===== src/rtl/bf_sched.sv =====
// NTT/INTT butterfly address scheduler.
// Issues one operand pair per cycle and replays its addresses BF_LAT cycles later.
module bf_sched #(
  parameter int LOG_N  = 8,
  parameter int BF_LAT = 10
) (
  input  logic             clk,
  input  logic             rst,
  input  logic             start,
  input  logic             mode,
  input  logic             hold,
  output logic             busy,
  output logic             done,
  output logic             rd_en,
  output logic [LOG_N-1:0] rd_addr_a,
  output logic [LOG_N-1:0] rd_addr_b,
  output logic [LOG_N-1:0] tw_addr,
  output logic             bf_sel,
  output logic             wr_en,
  output logic [LOG_N-1:0] wr_addr_a,
  output logic [LOG_N-1:0] wr_addr_b,
  output logic [LOG_N-1:0] stage
);

  localparam int N = 1 << LOG_N;
  localparam logic [LOG_N-1:0] ONE    = LOG_N'(1);
  localparam logic [LOG_N-1:0] J_LAST = LOG_N'(N / 2 - 1);
  localparam logic [LOG_N-1:0] S_LAST = LOG_N'(LOG_N - 1);
  localparam logic [BF_LAT-1:0] PEND_MASK = {BF_LAT{1'b1}} >> 1;

  typedef enum logic [1:0] {IDLE, RUN, DRAIN, DONE} state_t;

  state_t           state, state_n;
  logic [LOG_N-1:0] j, j_n;
  logic [LOG_N-1:0] s, s_n;
  logic             mode_q, mode_n;

  logic [BF_LAT-1:0] sr_v;
  logic [LOG_N-1:0]  sr_a [BF_LAT];
  logic [LOG_N-1:0]  sr_b [BF_LAT];

  logic             issue;
  logic             drained;
  logic [LOG_N-1:0] lh, g, k, a, b, tw;

  // lh = log2(h): butterfly span shrinks per stage for CT, grows for GS
  assign lh = mode_q ? s : S_LAST - s;
  assign g  = j >> lh;
  assign k  = j & ((ONE << lh) - ONE);
  assign a  = (g << (lh + ONE)) | k;
  assign b  = a + (ONE << lh);
  assign tw = (ONE << (S_LAST - lh)) + g;

  assign issue   = (state == RUN) && !hold;
  // only the entry being written this cycle may remain in flight
  assign drained = (sr_v & PEND_MASK) == '0;

  // control state registers
  always_ff @(posedge clk) begin
    if (rst) begin
      state  <= IDLE;
      j      <= '0;
      s      <= '0;
      mode_q <= 1'b0;
    end else begin
      state  <= state_n;
      j      <= j_n;
      s      <= s_n;
      mode_q <= mode_n;
    end
  end

  // next-state logic: issue, drain, advance stage
  always_comb begin
    state_n = state;
    j_n     = j;
    s_n     = s;
    mode_n  = mode_q;
    unique case (state)
      IDLE: begin
        if (start) begin
          state_n = RUN;
          j_n     = '0;
          s_n     = '0;
          mode_n  = mode;
        end
      end
      RUN: begin
        if (!hold) begin
          if (j == J_LAST) begin
            j_n     = '0;
            state_n = DRAIN;
          end else begin
            j_n = j + ONE;
          end
        end
      end
      DRAIN: begin
        if (drained) begin
          if (s == S_LAST) begin
            state_n = DONE;
          end else begin
            s_n     = s + ONE;
            state_n = RUN;
          end
        end
      end
      DONE: begin
        state_n = IDLE;
        s_n     = '0;
      end
      default: state_n = IDLE;
    endcase
  end

  // in-flight valid bits
  always_ff @(posedge clk) begin
    if (rst) begin
      sr_v <= '0;
    end else begin
      sr_v[0] <= issue;
      for (int i = 1; i < BF_LAT; i++) begin
        sr_v[i] <= sr_v[i-1];
      end
    end
  end

  // in-flight addresses, qualified by the valid bits
  always_ff @(posedge clk) begin
    sr_a[0] <= a;
    sr_b[0] <= b;
    for (int i = 1; i < BF_LAT; i++) begin
      sr_a[i] <= sr_a[i-1];
      sr_b[i] <= sr_b[i-1];
    end
  end

  assign rd_en     = issue;
  assign rd_addr_a = issue ? a : '0;
  assign rd_addr_b = issue ? b : '0;
  assign tw_addr   = issue ? tw : '0;
  assign wr_en     = sr_v[BF_LAT-1];
  assign wr_addr_a = wr_en ? sr_a[BF_LAT-1] : '0;
  assign wr_addr_b = wr_en ? sr_b[BF_LAT-1] : '0;
  assign busy      = state != IDLE;
  assign done      = state == DONE;
  assign stage     = s;
  assign bf_sel    = mode_q;

endmodule


===== config.mk =====
export PLATFORM = sky130hd
export DESIGN_NAME = bf_sched
export DESIGN_NICKNAME = d
export VERILOG_FILES = /design/src/rtl/bf_sched.sv
export SDC_FILE = /design/constraint.sdc
export NUM_CORES = 1
export LEC_CHECK = 0
export CAP_MARGIN = 10
export CORE_UTILIZATION = 51
export DETAILED_ROUTE_END_ITERATION = 8
export PLACE_DENSITY = 0.77
export SLEW_MARGIN = 5
export SYNTH_ARGS = -nofsm -noshare
export SYNTH_HDL_FRONTEND = slang
export SYNTH_SLANG_ARGS = --single-unit

===== constraint.sdc =====
create_clock -name clk -period 4.9 [get_ports clk]
set_clock_uncertainty 0.05 [all_clocks]
set_input_delay 0.735 -clock clk [delete_from_list [all_inputs] [get_ports clk]]
set_output_delay 0.735 -clock clk [all_outputs]
set_load 0.02 [all_outputs]

Word-level counts from Yosys, hierarchy flattened
Memories as Yosys holds them, arrays and structs flattened.
Cells that the tools add are included.
W data, S select, Z words.

word-level totals
  register bits after elaboration = 29
  bits in writable memories = 160
  input bits = 5
  output and inout port bits = 53
  memories = 2

memories
  memory  depth  width  read ports  clocked after memory_dff  write ports  line  text
  sr_a    10     8      10          0                         10           39    logic [LOG_N-1:0] sr_a [BF_LAT];
  sr_b    10     8      10          0                         10           40    logic [LOG_N-1:0] sr_b [BF_LAT];

operators by class
  $add $sub $neg = 8
  eq/ne operators = 10
  shift-type cells = 4
  mux-type cells = 19
  bitwise gates (word level) = 2
  reduce and logical (&&, ||, !) cells = 11

operator list
  operator               count
  $mux W8                11
  $add A8 B1 Y8 const B  3
  $pmux W8 S3            1
  $add A8 B8 Y8          2
  $pmux W8 S2            1
  $shl A1 B8 Y8 const A  2
  $sub A3 B8 Y8 const A  2
  $logic_not A10 Y1      1
  $mux W2                5
  $and A8 B8 Y8          1
  $eq A8 B3 Y1 const B   1
  $eq A8 B7 Y1 const B   1
  $ne A2 B2 Y1 const B   4
  $or A8 B8 Y8           1
  $pmux W2 S4            1
  $reduce_and A4 Y1      2
  $shl A8 B8 Y8          1
  $shr A8 B8 Y8          1
  $sub A8 B1 Y8 const B  1
  $eq A2 B2 Y1 const B   2
  $reduce_bool A2 Y1     2
  $reduce_and A3 Y1      1
  $reduce_bool A3 Y1     1
  $eq A2 B1 Y1 const B   1
  5 further kinds        5

Longest topological paths before layout
Gate-level depths: netlist (run 1).

  depth in word-level cells = 8
  gate-level depth with buffers = 21
  gate-level depth less buffers = 20

Least setup slack after synthesis (run 1)
OpenSTA, ideal clock, no wires.

  kind = register to output
  from = register s[3], in the netlist stage[3]
  to = output port rd_addr_b[7]
  arrival time = 5,022 ps
  required time = 4,115 ps
  slack = -907 ps
  stages on the path, launching flop included = 21
  cells stage by stage = dfxtp_1 buf_2 inv_2 ha_1 or3b_4 a221oi_4 and3_2 nand4_1 ha_1 inv_1 a21oi_1 inv_1 ha_1 a21o_1 a21oi_1 nor2b_1 o21a_1 o41a_1 xor2_1 a21oi_2 a311oi_1

between the ends
  cells in the longest elaborated chain, start to end = 8
  elaborated cells between the ends (all ways) = 11
  those cells by class = 4 x add/sub; 3 x shift; 2 x mux; 2 x bitwise

ends and longest elaborated chain
  what                                                                   line  text
  from (decl)                                                            35    logic [LOG_N-1:0] s, s_n;
  from (signal assigned)                                                 68    s <= s_n;
  $sub A3 B8 Y8                                                          47    assign lh = mode_q ? s : S_LAST - s;
  $mux W8 *                                                              47
  parallel branches: the longest is 3 deep, another holds $add A8 B1 Y8  --
  $or A8 B8 Y8 *                                                         50    assign a = (g << (lh + ONE)) | k;
  via a[1]                                                               44    logic [LOG_N-1:0] lh, g, k, a, b, tw;
  $add A8 B8 Y8 *                                                        51    assign b = a + (ONE << lh);
  $mux W8 *                                                              140   assign rd_addr_b = issue ? b : '0;
  to (decl)                                                              16    output logic [LOG_N-1:0] rd_addr_b,

Mark *: on every way through the listed nets, which the timed path passes.

Worst setup path after layout (run 1)
Same ends and word-level chain as after synthesis.

==> results.md, run 1 <==
* Status: finished, violations left
* Violated checks: setup timing
* Clk_lat worst skew at 420 ps
* Fin Setup TNS at -2710 ps
* Power per cell area at 461 nW/µm²
* Synthesized area at 6850 µm²
* Max Fanout on Critical Path at 5
* Final wirelength at 20300 µm
* Antenna cells at 0
* Syn Inst Count at 648
* Total track usage at 28.1%
* Highest Clock Rate at 180 MHz
* Clk slew on worst S/H paths at 70 ps
* Fin cells at 1090
* Gr ovfl total at 0
* Synth Net Count at 675
* Max-cap violations at 0
* CP startpoint kind: register
* Site Rows at 41
* Core area at 12900 µm²
* Crit Path Class: register to primary output
* Detail Route Antenna Nets at 0
* Critical Path RT at 4120 ps
* Die height at 118 µm
* FFs w/ async S/R, synth at 0%
* Largest net degree at the start of global routing at 19
* Layout cell share with drive strength beyond 1 at 38.6%
* Nature of the critical path endpoint: primary output
* Horiz. Die Dim at 118 µm
* Setup violations, final at 8
* Area Growth Syn to Fin at 48.1%
* Final Hold Vio Count at 0
* Most common cell after layout, fill and taps aside: buf_4
* Cell count after placement at 1018
* CP Cell Sequence: clkinv_4 > ha_4 > buf_4 > o21ai_1 > nand3_1 > a211oi_4 > a211oi_4 > buf_6 > nand3_4 > o31ai_4 > buf_4 > buf_4 > buf_4 > buf_4 > a211o_1 > ha_2 > nor2_1 > nor2_1 > o41a_1 > xor2_2 > a21oi_2 > a311oi_4 > buf_6
* Router iterations before antenna repair at 5
* Slew HR at 49.8%
* Synth Flop Type: dfxtp_1
* WP buf/inv at 8
* Distinct cells, synth at 76
* Drc violations at 0
* Vias per inst at 5.36
* Core Util, Final at 78.8%
* Hold crit path type: register to register
* # IOs at 58
* GP Congestion at 0.967
* Slew Viols, Final at 0
* Sequential-to-total area share from yosys stat at 55.2%
* First-pass GRT wire length at 30100 µm
* DR WL/cell at 18.6 µm
* Min Tclk post-route at 5560 ps
* TritonCTS Buffers at 17
* Final HPWL DP at 13800 µm
* CP arrival at 4780 ps
* Yosys Warn Count at 0
* H-tree depth at 4
* Crit path max-delay family: compound AO/OA/AOI/OAI gates
* Vias at 5842
* Slowest-stage cell, CP: a211oi_4
* CP max stage delay at 390 ps
* Initial Utilization at 53.2%
* Slew @ Worst Pin at 743 ps
* Clock buffer depth at 2
* Die Outline Area at 13900 µm²
* Most common cell on crit path: buf_4
* Unrepaired setup endpoints after global routing: true
* DR iter-0 viols at 463
* Most frequent cells in the layout: 199 x buf_4, 185 x dfxtp_1, 58 x nor2_1
* Post-route setup slack at -664 ps
* #FFs+latches synth at 189
* Clk sinks at 189
* Total power at 4.68 mW
* Avg Inst Size Synth at 10.6 µm²
* Leak at 4.42 nW
* Root Buffer: clkbuf_16
* Number of flops mapped to enable cells by yosys at 0
* Final Net Count at 933
* Maximum VDD drop at 0.000324 V
* Port Buf Inserts at 57
* Period utilization at 114%
* Initial antenna violation count at 0
* Vias in the first global route at 5668
* # hold bufs at CTS at 0
* TritonCTS clock tree: built
-- per-stage QoR --
step / worst slack [ps] / hold slack, ps / cell area (µm²)
after floorplan: -230 / 260 / 6940
final: -664 / 272 / 10200
after global placement: -652 / 260 / 8830
after detailed placement: -709 / 262 / 8830
after CTS: -713 / 276 / 9750
after global routing: -780 / 275 / 10200
-- area by class of cell --
| class | instances | area, µm² |
|---|---|---|
| clock buffer | 19 | 443 |
| clock inverter | 12 | 121 |
| fill | 784 | 2720 |
| inverter | 20 | 80.1 |
| multi-input combinational | 413 | 3320 |
| sequential | 189 | 3790 |
| tap | 172 | 215 |
| timing repair buffer | 265 | 2170 |
-- what timing repair did --
action,in CTS,in global routing
setup endpoints to repair,14,17
setup buffers,31,17
pin swaps,35,42
endpoints found under the hold margin,0,0
gates resized for setup,100,79
gates cloned,0,0
-- final timing paths --
check	start	to	slack (ps)	depth (start not counted)
hold reg to reg	sr_a[1][2]	sr_a[2][2]	270	0
hold / removal	sr_a[1][2]	sr_a[2][2]	270	0
setup / recovery	stage[3]	rd_addr_b[7]	-660	23
setup reg to reg	stage[5]	sr_b[0][6]	590	21
-- cell usage after synthesis (all sizes together), types with 3 or more instances --
cell type    n  area (µm²)
nor2b       21         131
nand4        8        56.3
and3         3        20.0
o211ai       5        37.5
xor2         9        97.6
o31ai        4        43.8
a21oi       22         118
or2          4        25.0
a311oi       4        35.0
a41oi        3        26.3
dfxtp      189        3780
a31oi        6        37.5
buf         15        93.8
nor4         3        33.8
o21ai       12        60.1
nand2b      14        87.6
nand3       15        75.1
or3          5        31.3
nor3        16        85.1
a221oi       4        52.6
mux2i       12         120
ha          20         250
clkbuf      11        41.3
nand2       36         143
and2        37         233
a211o        4        35.0
o22ai        3        18.8
xnor2       26         228
inv         20        75.1
nor2        63         236
a21o         8        60.1
a211oi      10        90.1
-- sequential cells by signal, summed over array words and instances, names as in the netlist --
register / cells
sr_v: 10
sr_a: 80
state: 2
stage: 8
j: 8
sr_b: 80
bf_sel: 1
-- layer usage --
layer | wire length [µm] | global-route usage (%) | up-vias
met1 | 8920 | 36.1 | 2826
met5 | 0 | 0 | -
met3 | 913 | 4.12 | 42
li1 | - | - | 2757
met4 | 466 | 8.49 | 0
met2 | 10000 | 48.6 | 217
-- where the power goes --
group | total (mW) | leakage, nW | internal, mW | switching, mW
Combinational | 1.28 | 2.59 | 0.617 | 0.662
Sequential | 2.09 | 1.55 | 1.95 | 0.131
Clock | 1.31 | 0.278 | 0.685 | 0.628
Total | 4.68 | 4.42 | 3.26 | 1.42
-- kinds of logic (layout without fill, tap and decap cells) --
| kind of cell | count (synthesis) | count (layout) | share of synthesized area [%] |
|---|---|---|---|
| AO/OA/AOI/OAI | 105 | 105 | 12.0 |
| buffers and inverters | 46 | 316 | 3.07 |
| XOR/XNOR | 35 | 35 | 4.75 |
| adder cells (fa/ha/maj) | 22 | 22 | 4.24 |
| flip-flops | 189 | 189 | 55.2 |
| AND/OR/NAND/NOR | 236 | 236 | 18.3 |
| multiplexers | 15 | 15 | 2.41 |
(Power assumes the default switching activity.)
==> inputs of run 2 (changes only) <==
- HOLD_SLACK_MARGIN: unset -> 0.05
==> results of run 2 <==
The final DEF is identical to that of run 1; final timing and power are the same.
